## config.mk

```make
export PLATFORM = sky130hd
export DESIGN_NAME = mem_stage
export DESIGN_NICKNAME = d
export VERILOG_FILES = /design/src/rtl/mem_pkg.sv /design/src/rtl/mem_align.sv /design/src/rtl/mem_stage.sv
export SDC_FILE = /design/constraint.sdc
export NUM_CORES = 1
export LEC_CHECK = 0
export CAP_MARGIN = 20
export CORE_MARGIN = 2
export CORE_UTILIZATION = 41
export CTS_CLUSTER_SIZE = 8
export DETAILED_ROUTE_END_ITERATION = 6
export PLACE_DENSITY_LB_ADDON = 0.25
export SETUP_SLACK_MARGIN = 0.4
export SYNTH_ARGS = -nofsm -noshare
export SYNTH_HDL_FRONTEND = slang
export SYNTH_SLANG_ARGS = --single-unit
```

## constraint.sdc

```tcl
create_clock -name clk -period 2.1 [get_ports clk]
set_input_delay 0.315 -clock clk [delete_from_list [all_inputs] [get_ports clk]]
set_output_delay 0.315 -clock clk [all_outputs]
set_load 0.03 [all_outputs]
```

## src/rtl/mem_pkg.sv

```systemverilog
// Shared types and constants for the memory-access stage: FSM states, access
// size codes and byte-lane masks.
package mem_pkg;

  typedef enum logic {
    ST_IDLE,
    ST_WAIT
  } state_t;

  localparam logic [1:0] SZ_WORD = 2'b00;
  localparam logic [1:0] SZ_HALF = 2'b01;
  localparam logic [1:0] SZ_BYTE = 2'b10;

  localparam logic [3:0] BE_WORD    = 4'b1111;
  localparam logic [3:0] BE_HALF_LO = 4'b0011;
  localparam logic [3:0] BE_HALF_HI = 4'b1100;
  localparam logic [3:0] BE_BYTE0   = 4'b0001;

endpackage

```

## src/rtl/mem_align.sv

```systemverilog
// Lane steering for data-memory accesses: byte enables, store replication,
// misalignment detection and load extraction. Sub-word support under MEM_BYTE_EN.
module mem_align
  import mem_pkg::*;
(
  input  logic [1:0]  addr,
  input  logic [1:0]  size,
  input  logic        sext,
  input  logic [31:0] wdata,
  input  logic [31:0] rdata,
  output logic [3:0]  be,
  output logic [31:0] wdata_rep,
  output logic        misalign,
  output logic [31:0] rdata_fmt
);

`ifdef MEM_BYTE_EN
  logic [15:0] lane16;
  logic [7:0]  lane8;

  always_comb begin
    be        = BE_WORD;
    wdata_rep = wdata;
    misalign  = |addr;
    rdata_fmt = rdata;
    lane16    = '0;
    lane8     = '0;
    case (size)
      SZ_HALF: begin
        be        = addr[1] ? BE_HALF_HI : BE_HALF_LO;
        wdata_rep = {2{wdata[15:0]}};
        misalign  = addr[0];
        lane16    = addr[1] ? rdata[31:16] : rdata[15:0];
        rdata_fmt = {{16{sext & lane16[15]}}, lane16};
      end
      SZ_BYTE: begin
        be        = BE_BYTE0 << addr;
        wdata_rep = {4{wdata[7:0]}};
        misalign  = 1'b0;
        lane8     = rdata[{addr, 3'b000} +: 8];
        rdata_fmt = {{24{sext & lane8[7]}}, lane8};
      end
      default: ;
    endcase
  end
`else
  logic unused_cfg;

  assign be         = BE_WORD;
  assign wdata_rep  = wdata;
  assign misalign   = |addr;
  assign rdata_fmt  = rdata;
  assign unused_cfg = ^{size, sext};
`endif

endmodule

```

## src/rtl/mem_stage.sv

```systemverilog
// Pipeline MEM stage: EX/MEM and MEM/WB registers plus a ready/valid data-memory
// port with timeout abort. Optional sub-word accesses under MEM_BYTE_EN.
module mem_stage
  import mem_pkg::*;
#(
  parameter int unsigned TIMEOUT = 16
) (
  input  logic        clk,
  input  logic        rst_n,
  input  logic        ex_valid,
  input  logic [31:0] ALUout,
  input  logic [31:0] ex_busB,
  input  logic [4:0]  ex_rw,
  input  logic        ex_RegWr,
  input  logic        ex_MemtoReg,
  input  logic        ex_MemWr,
  input  logic [1:0]  ex_size,
  input  logic        ex_sext,
  output logic [31:0] ALUouttoMe,
  output logic [4:0]  rwtoMe,
  output logic        RegWrtoMe,
  output logic        MentoRegtoMe,
  output logic [31:0] busW,
  output logic [4:0]  rwtoRe,
  output logic        RegWrtoRe,
  output logic        mem_stall,
  output logic        dm_req,
  output logic        dm_we,
  output logic [31:0] dm_addr,
  output logic [31:0] dm_wdata,
  output logic [3:0]  dm_be,
  input  logic        dm_ready,
  input  logic [31:0] dm_rdata,
  output logic        err_align,
  output logic        err_bus
);

  localparam int unsigned CW = (TIMEOUT > 2) ? $clog2(TIMEOUT) : 1;
  localparam logic [CW-1:0] CNT_LAST = CW'(TIMEOUT - 1);

  logic          exm_valid;
  logic [31:0]   exm_addr;
  logic [31:0]   exm_wdata;
  logic [4:0]    exm_rw;
  logic          exm_RegWr;
  logic          exm_MemtoReg;
  logic          exm_MemWr;
  logic [1:0]    exm_size;
  logic          exm_sext;

  state_t        state, state_nx;
  logic [CW-1:0] cnt, cnt_nx;
  logic          memop, misalign, abort, err_a;
  logic [31:0]   rdata_fmt;

  mem_align u_align (
    .addr      (exm_addr[1:0]),
    .size      (exm_size),
    .sext      (exm_sext),
    .wdata     (exm_wdata),
    .rdata     (dm_rdata),
    .be        (dm_be),
    .wdata_rep (dm_wdata),
    .misalign  (misalign),
    .rdata_fmt (rdata_fmt)
  );

  assign memop     = exm_valid & (exm_MemtoReg | exm_MemWr);
  assign err_a     = memop & misalign;
  assign mem_stall = dm_req & ~dm_ready & ~abort;

  assign dm_we   = exm_MemWr;
  assign dm_addr = {exm_addr[31:2], 2'b00};

  assign ALUouttoMe   = exm_addr;
  assign rwtoMe       = exm_rw;
  assign RegWrtoMe    = exm_RegWr;
  assign MentoRegtoMe = exm_MemtoReg;

  // dm_req derives only from registered state, so reset drops it asynchronously.
  always_comb begin
    state_nx = state;
    cnt_nx   = cnt;
    dm_req   = 1'b0;
    abort    = 1'b0;
    case (state)
      ST_IDLE: begin
        dm_req = memop & ~misalign;
        if (dm_req && !dm_ready) begin
          state_nx = ST_WAIT;
          cnt_nx   = '0;
        end
      end
      ST_WAIT: begin
        dm_req = 1'b1;
        cnt_nx = cnt + 1'b1;
        if (dm_ready) begin
          state_nx = ST_IDLE;
          cnt_nx   = '0;
        end else if (cnt == CNT_LAST) begin
          abort    = 1'b1;
          state_nx = ST_IDLE;
          cnt_nx   = '0;
        end
      end
      default: begin
        state_nx = ST_IDLE;
        cnt_nx   = '0;
      end
    endcase
  end

  always_ff @(posedge clk or negedge rst_n) begin
    if (!rst_n) begin
      state <= ST_IDLE;
      cnt   <= '0;
    end else begin
      state <= state_nx;
      cnt   <= cnt_nx;
    end
  end

  always_ff @(posedge clk or negedge rst_n) begin
    if (!rst_n) begin
      exm_valid    <= 1'b0;
      exm_addr     <= '0;
      exm_wdata    <= '0;
      exm_rw       <= '0;
      exm_RegWr    <= 1'b0;
      exm_MemtoReg <= 1'b0;
      exm_MemWr    <= 1'b0;
      exm_size     <= SZ_WORD;
      exm_sext     <= 1'b0;
    end else if (!mem_stall) begin
      exm_valid    <= ex_valid;
      exm_addr     <= ALUout;
      exm_wdata    <= ex_busB;
      exm_rw       <= ex_rw;
      exm_RegWr    <= ex_RegWr;
      exm_MemtoReg <= ex_MemtoReg;
      exm_MemWr    <= ex_MemWr;
      exm_size     <= ex_size;
      exm_sext     <= ex_sext;
    end
  end

  always_ff @(posedge clk or negedge rst_n) begin
    if (!rst_n) begin
      busW      <= '0;
      rwtoRe    <= '0;
      RegWrtoRe <= 1'b0;
      err_align <= 1'b0;
      err_bus   <= 1'b0;
    end else if (!mem_stall) begin
      busW      <= exm_MemtoReg ? rdata_fmt : exm_addr;
      rwtoRe    <= exm_rw;
      RegWrtoRe <= exm_valid & exm_RegWr & ~err_a & ~abort;
      err_align <= err_a;
      err_bus   <= abort;
    end
  end

endmodule

```

==> parameters.txt, run 1 <==
Parameter                              Value

Critical path
  Critical Path Start Type ... register
  Category of the worst setup path capture point ... primary output
  CP max stage cell ... sky130_fd_sc_hd__dfrtp_2
  Slowest Stage Delay on Critical Path ... between 0.4 and 0.5 ns
  Sequence of cells on the critical path ... and2b_2, a32oi_4, buf_12, inv_4, buf_6
  Critical setup path kind ... reg2out
  Worst path required time ... 1.78 ns
  CP max FO ... 5
  Worst endpoint data arrival time ... 1.62 ns

Power
  Worst-case vdd ir drop ... 0.592 mV
  Total leakage power ... 3.87 nW
  Share of total power in combinational logic ... 0.258
  Cell internal pwr ... approximately 5.2 mW
  Net switching fraction of the power ... 0.298
  Clock share of power ... 0.379
  Power after layout ... 7.42 mW
  Register share of total power ... 0.363
  Cell area power density ... around 870 nW/um2
  Total net switching power ... approximately 2.2 mW

Cells and area
  Filler cell count in the final layout ... roughly 960
  Final nets ... 722
  Ratio of cells with drive above 1 in the final layout ... 0.236
  Synthesis-to-layout area growth ... 62.4%
  Diode count ... 0
  Final std cells w/o fill ... 795

Clocking
  Worst-Skew Late Latency ... a little over 0.4 ns
  Clock buffer count from CTS ... 17
  Total number of H-tree levels ... 4
  Clock root cell ... sky130_fd_sc_hd__clkbuf_16
  Reg clk slew, reported paths ... 0.05 ns
  Number of clock sinks ... 118
  Clock buffer depth ... 2
  Clock tree from TritonCTS ... done

Synth
  Number of synthesized flops with an enable pin ... 0
  Biggest area contributors in the synthesized netlist ... sky130_fd_sc_hd__dfrtp_1 56%, sky130_fd_sc_hd__mux2_1 17%, sky130_fd_sc_hd__mux2_2 14%
  Cell variety after synth ... 30
  Top post-synthesis cells by count ... 118 x sky130_fd_sc_hd__dfrtp_1, 78 x sky130_fd_sc_hd__mux2_1, 65 x sky130_fd_sc_hd__mux2_2
  Primary flip-flop cell chosen by synthesis mapping ... sky130_fd_sc_hd__dfrtp_1
  Share of synthesized registers carrying an async set or reset ... 1.00
  Post-Synthesis Cell Area ... 5240 um2
  Number of warning messages in the yosys log ... 0
  Total of flip-flops plus latches after synthesis ... 118
  Most frequent cell after synthesis ... sky130_fd_sc_hd__dfrtp_1
  Mean instance size in the synthesized netlist ... ~15 um2
  Mapped Cells ... 352
  Leading area contributor after synthesis ... sky130_fd_sc_hd__dfrtp_1
  Sequential cell area fraction in the yosys report ... 0.564
  Post-synth top area share ... 0.564

Placed design
  Routability Congestion ... approximately 0.75
  Count of input and output buffers ... 251
  Instance count after placement with tap cells included ... 743
  Setup slack at placement ... -0.0945 ns
  DP HPWL ... 9.52 mm

Floorplanning
  Number of top-level pins ... 261
  Starting density of the core ... 0.417
  Die H ... roughly 120 um
  Number of core rows ... 41
  Die boundary width ... 117 um
  Core area ... about 13000 um2
  Die ar. ... 13700 um2

Global routing
  Antenna violations before repair ... 0
  Vias in the first global route ... 3882
  Total grt overflow ... 0
  Overall track demand over capacity in global routing ... 0.197
  Largest net degree at the start of global routing ... 52
  Wire length of the first global-routing pass ... a little over 20 mm

Worst hold path
  Type of the most critical hold path ... in2async

Route
  First-iteration detailed-routing DRC count ... 88
  DR WL/cell ... 17.1 um
  Via-per-instance ratio ... 4.72
  Pre-antenna DRT Iters ... 4
  Residual antenna-violating net count after detailed routing ... 0
  Drc violations ... 0
  Total wire length ... 13.6 mm
  Vias post-DR ... approximately 3.8k

Run status
  Outcome ... finished, final reports clean

STA
  Final Hold Fails ... 0
  Setup tns final ... 0 ns
  Worst hold slack ... 0.399 ns
  Final Setup Violations ... 0
  Fmax ... between 500 and 600 MHz
  Crit share post-route ... 0.922
  Number of pins exceeding their max-slew limit in the final report ... 0
  Post-layout minimum cycle time ... 1.94 ns
  Worst clock skew on the final layout ... between 0.003 and 0.004 ns
  Unrepaired setup endpoints after global routing ... yes
  Final critical-path setup slack ... 0.164 ns

Run
  Max-cap violations ... 0
-- sequential cells by signal (all words and copies together) (netlist names) --
signal	cells
exm_valid	1
state	1
RegWrtoRe	1
RegWrtoMe	1
ALUouttoMe	32
dm_we	1
cnt	4
err_bus	1
MentoRegtoMe	1
rwtoRe	5
rwtoMe	5
exm_wdata	32
busW	32
err_align	1
-- cells by family (layout without fill, tap and decap cells) --
family	Yosys count	count (layout)	synth area share
flops	118	118	0.564
mux	143	143	0.307
buf+inv	57	324	0.0836
other cells	2	6	0.00143
simple gates	15	15	0.0158
compound gates	15	15	0.0241
fa+ha+maj	1	1	0.00239
xor+xnor	1	1	0.00167
-- area by class of cell --
class	instances	area, um2	share of cell area
clock buffer	22	474	0.0557
tap	172	215	0.0253
inverter	5	21.3	0.00250
multi-input combinational	181	1910	0.224
timing repair buffer	287	2830	0.333
sequential	118	2960	0.347
clock inverter	10	103	0.0121
-- power by group through the flow --
| stage | sequential, mW | combinational, mW | clock, mW |
|---|---|---|---|
| 5_1_grt | 2.73 | 2.04 | 3.00 |
| 3_3_place_gp | 2.72 | 1.99 | 0 |
| 3_5_place_dp | 2.74 | 2.02 | 0 |
| 6_report | 2.69 | 1.92 | 2.81 |
| 2_1_floorplan | 3.19 | 0.659 | 0 |
| 4_1_cts | 2.70 | 1.89 | 2.86 |
-- cell usage in the layout, fill, tap and decap left out, drive strengths merged --
cell           instances
a21oi                  4
a22oi                  1
o32ai                  1
clkbuf                28
a22o                   2
conb                   6
and3                   1
clkinv                 7
clkdlybuf4s15          1
nor3                   2
a211o                  1
o21a                   1
xor2                   1
dlymetal6s2s           1
a32oi                  1
dlygate4sd2          140
nand3                  4
mux2                 143
clkinvlp               1
and4                   1
o21ai                  3
dlygate4sd3            1
and2b                  1
buf                   33
bufinv                 2
clkdlybuf4s50        105
nor2                   4
nand2b                 1
nor2b                  1
inv                    5
o22ai                  1
ha                     1
dfrtp                118
-- final timing paths --
path / from / endpoint / slack [ns] / depth (start not counted)
setup reg to reg: state / ALUouttoMe[20] / 0.24 / 6
hold reg to reg: busW[1] / busW[1] / 0.48 / 1
setup / recovery: state / mem_stall / 0.16 / 5
max in group asynchronous: rst_n / exm_wdata[28] / 1.08 / 3
hold / removal: rst_n / ALUouttoMe[8] / 0.40 / 2
min in group clk: dm_ready / err_bus / 0.47 / 3
-- per-layer routing --
metal	vias up	track usage	wire length, um
met5	-	0	0
met4	0	0.0847	246
met3	20	0.0865	1350
met2	178	0.337	6770
met1	1833	0.214	5210
li1	1719	-	-
-- per-stage QoR --
| stage | instance area, um2 | util |
|---|---|---|
| after floorplan | 5270 | - |
| after global placement | 7780 | 0.619 |
| after detailed placement | 7780 | 0.619 |
| after CTS | 8340 | 0.663 |
| after global routing | 8510 | 0.677 |
| final | 8510 | 0.677 |
-- what timing repair did --
item                       in CTS  in global routing
resized for setup             159                 12
setup endpoints to repair     254                115
buffers inserted               11                  3
cloned                          0                  5
hold buffers                    1                  0
hold endpoints to repair       29                  0
pin swaps                       3                  2
-- worst max-delay path, delay by kind of cell (launching register included) --
family          cells  cell delay [ns]
simple gates        1             0.24
compound gates      1             0.22
flops               1             0.44
buf+inv             3             0.31
No activity file was read; power rests on OpenSTA's default activity.
==> run 2, diff against run 1 <==
--- a/config.mk
+++ b/config.mk
@@ -8,6 +8,7 @@
 export CAP_MARGIN = 20
 export CORE_MARGIN = 2
 export CORE_UTILIZATION = 41
+export CTS_CLUSTER_DIAMETER = 120
 export CTS_CLUSTER_SIZE = 8
 export DETAILED_ROUTE_END_ITERATION = 6
 export PLACE_DENSITY_LB_ADDON = 0.25
==> results of run 2 <==
No change in the layout: final DEF, timing and power equal those of run 1.
==> run 3, diff against run 2 <==
--- a/config.mk
+++ b/config.mk
@@ -8,7 +8,6 @@
 export CAP_MARGIN = 20
 export CORE_MARGIN = 2
 export CORE_UTILIZATION = 41
-export CTS_CLUSTER_DIAMETER = 120
 export CTS_CLUSTER_SIZE = 8
 export DETAILED_ROUTE_END_ITERATION = 6
 export PLACE_DENSITY_LB_ADDON = 0.25
==> constraint.sdc (replaced) <==
create_clock -name clk -period 2.1 [get_ports clk]
set_input_delay 0.42 -clock clk [delete_from_list [all_inputs] [get_ports clk]]
set_output_delay 0.42 -clock clk [all_outputs]
set_load 0.03 [all_outputs]
==> run 3 against run 2 <==
Compared with the run above: hold slack improved by 0.077 ns; sequential share of layout area decreased by 0.50 points; clock power decreased by 1%; maximum frequency decreased by 3.8%; largest cell class is now buffers.
==> parameters.txt, run 3 (synthesis gave the netlist of run 1 again) <==
Parameter                              Value

Run status
  Outcome ... finished, final reports clean

Critical path
  Worst endpoint data arrival time ... around 1.6 ns
  Category of the worst setup path capture point ... primary output
  Worst path required time ... around 1.7 ns
  Setup slack of the most critical reg-to-reg path ... 0.15 ns
  CP max FO ... 2
  Critical Path Start Type ... register
  Critical setup path kind ... reg2out

Route
  Residual antenna-violating net count after detailed routing ... 0
  Via-per-instance ratio ... 4.79
  First-iteration detailed-routing DRC count ... 95
  Vias post-DR ... 3826
  Total wire length ... around 14 mm
  Drc violations ... 0
  DR WL/cell ... 17.0 um
  Pre-antenna DRT Iters ... 4

Cells and area
  Most common library cell in the layout ignoring fill and taps ... sky130_fd_sc_hd__dlygate4sd2_1
  Final std cells w/o fill ... roughly 800
  Final nets ... approximately 730
  Commonest cells after routing, fill and taps aside ... 130 x sky130_fd_sc_hd__dlygate4sd2_1, 117 x sky130_fd_sc_hd__dfrtp_1, 105 x sky130_fd_sc_hd__clkdlybuf4s50_1
  Ratio of cells with drive above 1 in the final layout ... 0.236
  Diode count ... 0
  Synthesis-to-layout area growth ... 64.7%

STA
  Post-layout minimum cycle time ... 2.01 ns
  Worst hold slack ... 0.476 ns
  Worst clock skew on the final layout ... 0.00376 ns
  Final Setup Violations ... 0
  Crit share post-route ... 0.959
  Final Hold Fails ... 0
  Number of pins exceeding their max-slew limit in the final report ... 0
  Unrepaired setup endpoints after global routing ... yes
  Final critical-path setup slack ... a little under 0.09 ns
  Fmax ... 497 MHz

Placed design
  DP HPWL ... 9.28 mm
  Routability Congestion ... 0.776
  Setup slack at placement ... -0.138 ns
  Instance count after placement with tap cells included ... 743
  Count of input and output buffers ... 251

Global routing
  Vias in the first global route ... 3896
  Largest net degree at the start of global routing ... 64
  Total grt overflow ... 0
  Overall track demand over capacity in global routing ... 0.194
  Wire length of the first global-routing pass ... 19.8 mm
  Antenna violations before repair ... 0

Power
  Power after layout ... 7.43 mW
  Worst-case vdd ir drop ... 0.547 mV
  Clock share of power ... 0.373
  Share of total power in combinational logic ... 0.265
  Total leakage power ... approximately 4 nW
  Register share of total power ... 0.362
  Net switching fraction of the power ... 0.292
  Cell internal pwr ... 5.26 mW
  Cell area power density ... 861 nW/um2
  Total net switching power ... about 2.2 mW

Floorplanning
  Core area ... between 10000 and 15000 um2
  Number of top-level pins ... about 260
  Die boundary width ... 117 um
  Die ar. ... 13700 um2
  Die H ... 117 um
  Number of core rows ... 41
  Starting density of the core ... 0.417

Worst hold path
  Type of the most critical hold path ... in2async

Clocking
  Number of clock sinks ... 118
  Clock tree from TritonCTS ... done
  Clock buffer count from CTS ... 17
  Clock root cell ... sky130_fd_sc_hd__clkbuf_16
  Reg clk slew, reported paths ... 0.05 ns
  Clock buffer depth ... 2
  Worst-Skew Late Latency ... 0.42 ns
  Total number of H-tree levels ... 4

Run
  Max-cap violations ... 0
==> run 3: path summary, 6_finish.rpt <==
kind / startpoint / end / depth (start not counted)
worst min-delay path: rst_n / rwtoMe[1] / 2
worst max-delay path: cnt[1] / mem_stall / 6
min in group clk: busW[5] / busW[5] / 1
max in group asynchronous: rst_n / exm_wdata[27] / 3
worst min register to register: busW[5] / busW[5] / 1
worst max register to register: cnt[1] / exm_wdata[30] / 8
==> run 3: final cells by class <==
class / count / area, um2
repair buffers: 292 / 2960
fillers: 932 / 3940
clock buffers: 27 / 533
flip-flops and latches: 118 / 2950
inverters: 5 / 21.3
clock inverters: 3 / 40.0
well taps: 172 / 215
multi-input cells: 181 / 1900
==> run 3: critical path, cell delays in order, from the launching register on <==
cell	delay (ns)
sky130_fd_sc_hd__dfrtp_1	0.39
sky130_fd_sc_hd__ha_4	0.17
sky130_fd_sc_hd__nand3_4	0.07
sky130_fd_sc_hd__a32oi_4	0.24
sky130_fd_sc_hd__buf_12	0.15
sky130_fd_sc_hd__inv_4	0.03
sky130_fd_sc_hd__buf_6	0.12
==> run 3: power groups by stage <==
stage / Combinational [mW] / Sequential, mW / Clock (mW)
after floorplan: 0.659 / 3.19 / 0
after global placement: 1.99 / 2.72 / 0
after detailed placement: 2.01 / 2.74 / 0
after CTS: 1.90 / 2.69 / 2.83
after global routing: 2.08 / 2.73 / 2.95
final: 1.97 / 2.69 / 2.77
==> run 3: what timing repair did <==
action / in CTS / in global routing
setup endpoints to repair: 254 / 122
hold buffers: 1 / 0
pin swaps: 4 / 2
buffers inserted: 11 / 4
resized for setup: 159 / 21
endpoints found under the hold margin: 26 / 0
gates cloned: 2 / 7
==> run 3: per-layer routing <==
layer  GRT usage  share of wire  vias to the layer above
li1            -              -                     1734
met1       0.218           0.39                     1879
met2       0.317           0.49                      188
met3      0.0942           0.11                       25
met4      0.0816          0.017                        0
met5           0              0                        -
==> run 3: through the flow <==
stage	util	area (um2)	TNS, ns
finish	0.686	8630	0
detailed placement	0.619	7770	-12.13
floorplan	-	5270	0
global placement	0.619	7770	-9.80
global route	0.686	8630	0
CTS	0.667	8380	0
